`src/rtl/shift_unit_mc_if.sv`:
```
// Request/result bundle between the EX-stage control and the multicycle shifter.
// The master drives requests and result acceptance; the slave (shifter) returns ready/result.
interface shift_unit_mc_if #(
  parameter int WIDTH = 32,
  parameter int SHW   = 5
);
  logic             flush;
  logic             start;
  logic             ready;
  logic [1:0]       op;
  logic [WIDTH-1:0] operand;
  logic [SHW-1:0]   shamt;
  logic             res_valid;
  logic             res_ready;
  logic [WIDTH-1:0] result;

  modport master (
    output flush, start, op, operand, shamt, res_ready,
    input  ready, res_valid, result
  );

  modport slave (
    input  flush, start, op, operand, shamt, res_ready,
    output ready, res_valid, result
  );
endinterface

```
`src/rtl/shift_unit_mc.sv`:
```
// Iterative SLL/SRL/SRA shifter (ROTR on op=10 when SHIFT_ROTATE_EN is defined), up to STEP bits/cycle.
// Latency ceil(shamt/STEP)+1 edges after accept; result held in DONE until res_ready, no queuing.
module shift_unit_mc #(
  parameter int WIDTH = 32,
  parameter int STEP  = 1,
  parameter int SHW   = 5
) (
  input logic           clk,
  input logic           reset,
  shift_unit_mc_if.slave bus
);

  typedef enum logic [1:0] {
    IDLE  = 2'd0,
    SHIFT = 2'd1,
    DONE  = 2'd2
  } state_e;

  localparam logic [SHW-1:0] STEP_W = SHW'(STEP);

  state_e           state_q;
  logic [WIDTH-1:0] work_q, work_d;
  logic [WIDTH-1:0] result_q;
  logic [1:0]       op_q;
  logic [SHW-1:0]   rem_q, rem_d;
  logic [SHW-1:0]   k_d;
  logic             ready_q;
  logic             res_valid_q;

`ifdef SHIFT_ROTATE_EN
  localparam logic [SHW:0] WIDTH_W = (SHW+1)'(WIDTH);
  logic [SHW:0] rot_amt;
  assign rot_amt = WIDTH_W - {1'b0, k_d};
`endif

  always_comb begin
    k_d    = (rem_q > STEP_W) ? STEP_W : rem_q;
    rem_d  = rem_q - k_d;
    work_d = work_q;
    case (op_q)
      2'b00:   work_d = work_q << k_d;
      // Arithmetic shift keeps replicating the MSB, which is the latched operand's sign bit.
      2'b11:   work_d = $signed(work_q) >>> k_d;
`ifdef SHIFT_ROTATE_EN
      2'b10:   work_d = (work_q >> k_d) | (work_q << rot_amt);
`endif
      default: work_d = work_q >> k_d;
    endcase
  end

  always_ff @(posedge clk) begin
    if (reset) begin
      state_q     <= IDLE;
      work_q      <= '0;
      result_q    <= '0;
      op_q        <= 2'b00;
      rem_q       <= '0;
      ready_q     <= 1'b1;
      res_valid_q <= 1'b0;
    end else if (bus.flush) begin
      // Abort leaves result_q untouched so the last delivered value remains visible.
      state_q     <= IDLE;
      ready_q     <= 1'b1;
      res_valid_q <= 1'b0;
    end else begin
      case (state_q)
        IDLE: begin
          if (bus.start) begin
            work_q  <= bus.operand;
            op_q    <= bus.op;
            rem_q   <= bus.shamt;
            state_q <= SHIFT;
            ready_q <= 1'b0;
          end
        end
        SHIFT: begin
          if (rem_q != '0) begin
            work_q <= work_d;
            rem_q  <= rem_d;
          end else begin
            result_q    <= work_q;
            res_valid_q <= 1'b1;
            state_q     <= DONE;
          end
        end
        DONE: begin
          if (bus.res_ready) begin
            res_valid_q <= 1'b0;
            ready_q     <= 1'b1;
            state_q     <= IDLE;
          end
        end
        default: begin
          state_q     <= IDLE;
          ready_q     <= 1'b1;
          res_valid_q <= 1'b0;
        end
      endcase
    end
  end

  assign bus.ready     = ready_q;
  assign bus.res_valid = res_valid_q;
  assign bus.result    = result_q;

endmodule

```
`src/flat_wrapper.sv`:
```
// flat-port wrapper written by rule: the top's interface ports become plain ports
module shift_unit_mc_flat 
#(
  parameter int WIDTH = 32,
  parameter int STEP  = 1,
  parameter int SHW   = 5
)
  (clk, reset, bus_flush, bus_start, bus_op, bus_operand, bus_shamt, bus_res_ready, bus_ready, bus_res_valid, bus_result);
  shift_unit_mc_if #(.WIDTH(WIDTH), .SHW(SHW)) bus_i ();
  input logic clk;
  input logic reset;
  input wire logic [$bits(bus_i.flush)-1:0] bus_flush;
  input wire logic [$bits(bus_i.start)-1:0] bus_start;
  input wire logic [$bits(bus_i.op)-1:0] bus_op;
  input wire logic [$bits(bus_i.operand)-1:0] bus_operand;
  input wire logic [$bits(bus_i.shamt)-1:0] bus_shamt;
  input wire logic [$bits(bus_i.res_ready)-1:0] bus_res_ready;
  output wire logic [$bits(bus_i.ready)-1:0] bus_ready;
  output wire logic [$bits(bus_i.res_valid)-1:0] bus_res_valid;
  output wire logic [$bits(bus_i.result)-1:0] bus_result;
  assign bus_i.flush = bus_flush;
  assign bus_i.start = bus_start;
  assign bus_i.op = bus_op;
  assign bus_i.operand = bus_operand;
  assign bus_i.shamt = bus_shamt;
  assign bus_i.res_ready = bus_res_ready;
  assign bus_ready = bus_i.ready;
  assign bus_res_valid = bus_i.res_valid;
  assign bus_result = bus_i.result;
  shift_unit_mc #(.WIDTH(WIDTH), .STEP(STEP), .SHW(SHW)) u_core (.clk(clk), .reset(reset), .bus(bus_i));
endmodule
```
`config.mk`:
```
export PLATFORM = sky130hd
export DESIGN_NAME = shift_unit_mc_flat
export DESIGN_NICKNAME = d
export VERILOG_FILES = /design/src/rtl/shift_unit_mc_if.sv /design/src/rtl/shift_unit_mc.sv /design/src/flat_wrapper.sv
export SDC_FILE = /design/constraint.sdc
export NUM_CORES = 1
export LEC_CHECK = 0
export BUFFER_PORTS_ARGS = -buffer_cell sky130_fd_sc_hd__buf_4
export CORE_MARGIN = 4
export CORE_UTILIZATION = 55
export CTS_CLUSTER_DIAMETER = 60
export DETAILED_ROUTE_END_ITERATION = 10
export PLACE_DENSITY_LB_ADDON = 0.08
export SLEW_MARGIN = 15
export SYNTH_ARGS = -nofsm -noshare
export SYNTH_HDL_FRONTEND = slang
export SYNTH_SLANG_ARGS = --single-unit
```
`constraint.sdc`:
```
create_clock -name clk -period 2.7 [get_ports clk]
set_clock_uncertainty 0.05 [all_clocks]
set_input_delay 0 -clock clk [delete_from_list [all_inputs] [get_ports clk]]
set_output_delay 0 -clock clk [all_outputs]
set_load 0.01 [all_outputs]
```
==> impl_results.md <==
* Pleak at 1.97 nW
* Gpl congestion at 0.893
* Reg-to-Reg Start: u_core.op_q[0]
* # IOs at 78
* Starting density of the core at 0.572
* Routed Antenna Nets at 0
* Slowest stage cell on the critical path: dlygate4sd3_1
* Flop pwr share at 0.431
* Worst-path clk slew at 90 ps
* Synthesized area per cell at 8.05 um^2
* Syn_nets at 535
* Drt total wl at 11.7 mm
* Terminus of the critical flop-to-flop path: u_core.work_q[16]
* Req. time, crit path at 2890 ps
* Core Footprint at 0.00687 mm^2
* Largest net degree at the start of global routing at 34
* Post-placement cell count at 634
* # H-tree levels at 3
* Vias in the first global route at 3,974
* Sw frac at 0.299
* TNS Setup at 0 ps
* Worst Hold End: u_core.work_q[29]
* Clock tree buffer depth at 2
* Max Cap Viol at 0
* Total gr overflow at 0
* Slew @ Worst Pin at 854 ps
* CP Data Arrival Time at 2750 ps
* Clk network pwr share at 0.351
* Synthesized cell area at 0.00393 mm^2
* DIE WIDTH at 92.5 um
* Initial antenna violation count at 0
* Adder-Cell Fraction of Synth Area at 0.00956
* CP endpoint kind: flop
* Post-synthesis compound-gate area fraction at 0.373
* Internal power at 0.00198 W
* Num CTS Buffers at 9
* Reg2Reg Depth at 7
* Tmin final at 2560 ps
* Postcts setup bufs at 0
* Final nets at 641
* Async SR Flop Fraction at 0
* Final Util at 0.766
* Final WS setup at 144 ps
* Crit-path max cell delay at 580 ps
* Post-synthesis mux area share at 0.0156
* Antenna diodes at 0
* Combinational family with the most area after synthesis: compound AO/OA/AOI/OAI gates
* Hold Path Class: in -> reg
* P&R area growth vs syn at 33.9%
* Synth cell types at 53
* DP Worst Slack at 543 ps
* DRC viols at 0
* Clock sink total at 75
* Crit path max fanout at 21
* Crit path launch type: flop
* Hold Fails Final Rpt at 0
* FP Rows at 30
* Tot Pwr at 0.00283 W
* Global Route Usage Sum at 0.277
* Share of layout cells above drive strength 1 at 0.219
* RSZ-0062 raised after global routing: false
* Xor-xnor portion of the synthesized cell area at 0
* Worst-case vdd ir drop at 0.377 mV
* Hold path start: bus_operand[29]
* Fin cells at 694
* Routed len/inst at 16.9 um
* Most used DFF post-synth: dfxtp_1
* Hold Crit Depth at 3
* Synth Area in Simple Gates at 0.160
* Number of synthesized flops with an enable pin at 0
* FF-to-FF setup slack at 140 ps
* Net Switching at 0.000845 W
* First-pass GRT wire length at 19.4 mm
* Crit path cell chain: ha_1, or3_1, buf_4, and3_1, o221ai_1, a311oi_2, dlygate4sd3_1
* Max Clk Rate at 391 MHz
* Hpwl dp at 7.55 mm
* Max_slew headroom at 0.431
* Initial DRC Count at 363
* Setup Crit Path Kind: reg -> reg
* Period utilisation layout at 0.947
* Seq/Total Area, Yosys at 0.382
* Clock latency on the worst-skew pair at 360 ps
* Pwr dens at 538 mW/mm^2
* CTS tree: done
* Setup violations, final at 0
* Die Height at 92.5 um
* Slew Viols, Final at 0
* Vias at 4,239
* Status: complete, no violations
* Yosys reg bits at 75
* Mapped Cells at 488
* Comb pwr share at 0.218
* CTS root buf: clkbuf_8
* Drt via density at 6.11
* Iteration count of the initial detailed-routing pass at 5
* Die area at 0.00855 mm^2
* YS warnings at 0
* Port Buffers at 77
-- cells in the final DEF, fill, tap and decap left out, drive strengths merged, types with 2 or more instances in the layout --
cell / n
buf: 97
nand2: 86
dfxtp: 75
a21oi: 70
dlygate4sd3: 45
nor2: 36
a22oi: 24
o21bai: 17
o2bb2ai: 16
a32o: 16
o21ai: 14
clkbuf: 10
o211ai: 8
nor3: 7
inv: 7
a311oi: 6
o221ai: 5
mux2i: 5
a211oi: 5
nor2b: 4
a22o: 4
o31ai: 4
and3: 3
or3: 3
ha: 3
nand2b: 2
o21a: 2
nand3: 2
a2bb2oi: 2
a31oi: 2
bufinv: 2
a21o: 2
or2: 2
-- sequential cells by signal, summed over array words and instances, names as in the netlist --
signal and cells:
u_core.bus.ready 1, u_core.state_q 2, u_core.bus.res_valid 1, u_core.bus.result 32, u_core.op_q 2, u_core.work_q 32, u_core.rem_q 5
-- critical path: cells and delay by family, from the launching register on --
| family | cells | cell delay, ps |
|---|---|---|
| AOI/OAI and AO/OA | 2 | 330 |
| adders and majority gates | 1 | 320 |
| buffers and inverters | 2 | 800 |
| DFF | 1 | 330 |
| and+or+nand+nor | 2 | 620 |
-- per-stage QoR --
stage | hold slack [ps] | instance area [um^2]
2_1_floorplan | 29.3 | 3930
3_3_place_gp | 160 | 4570
3_5_place_dp | 168 | 4570
4_1_cts | 123 | 5240
5_1_grt | 128 | 5260
6_report | 128 | 5260
-- final cells by class --
type | instances | area (um^2)
Timing Repair Buffer | 142 | 1190
Clock buffer | 10 | 138
Tap cell | 96 | 120
Sequential cell | 75 | 1500
Inverter | 5 | 18.8
Clock inverter | 5 | 85.1
Fill cell | 528 | 1610
Multi-Input combinational cell | 361 | 2200
-- power groups by stage --
| stage | clock (W) | combinational (W) | sequential [W] |
|---|---|---|---|
| 2_1_floorplan | 0 | 0.000393 | 0.00122 |
| 3_3_place_gp | 0 | 0.000533 | 0.00124 |
| 3_5_place_dp | 0 | 0.000542 | 0.00124 |
| 4_1_cts | 0.000994 | 0.000599 | 0.00122 |
| 5_1_grt | 0.00104 | 0.000669 | 0.00122 |
| 6_report | 0.000993 | 0.000616 | 0.00122 |
-- kinds of logic (layout without fill, tap and decap cells) --
group           count (synthesis)  after routing
fa+ha+maj                       3              3
compound gates                204            204
buf+inv                        52            162
flops                          75             75
mux                             6              6
simple gates                  148            148
-- worst max path at each step --
stage	slack, ps	startpoint	end
CTS	30	u_core.op_q[0]	u_core.work_q[16]
global placement	610	u_core.op_q[0]	u_core.work_q[29]
detailed placement	540	u_core.op_q[0]	u_core.work_q[29]
floorplan	690	u_core.op_q[0]	u_core.work_q[29]
global route	20	u_core.op_q[0]	u_core.work_q[16]
finish	140	u_core.op_q[0]	u_core.work_q[16]
-- per-layer routing --
metal | vias to the layer above | track usage | part of all wire | wire (um)
met3 | 23 | 0.0406 | 0.072 | 848
met5 | - | 0 | 0 | 0
met4 | 0 | 0.0953 | 0.016 | 182
met2 | 215 | 0.439 | 0.46 | 5380
met1 | 2000 | 0.384 | 0.45 | 5320
li1 | 2001 | - | - | -
-- synth_stat cells (3+ instances only) --
library cell	instances	area, um^2
nand2_1	86	323
dfxtp_1	75	1500
a21oi_1	69	345
nor2_1	35	131
clkbuf_1	28	105
a22oi_1	24	180
o21bai_1	17	128
a32o_1	16	160
o2bb2ai_1	16	140
buf_2	14	70.1
o21ai_0	10	50.1
o211ai_1	8	60.1
nor3_1	6	30.0
inv_1	5	18.8
mux2i_1	5	50.1
o221ai_1	5	43.8
a211oi_2	4	50.1
a22o_1	4	35.0
nor2b_1	4	25.0
o31ai_1	4	30.0
a311oi_1	3	26.3
a311oi_2	3	45.0
and3_1	3	18.8
buf_6	3	33.8
ha_1	3	37.5
o21ai_1	3	15.0
-- repair_timing --
action | CTS | global route
hold buffers | 45 | 0
resized for setup | 0 | 3
endpoints found under the setup margin | 0 | 2
endpoints found under the hold margin | 54 | 0
Power figures use the tool's default switching activity.
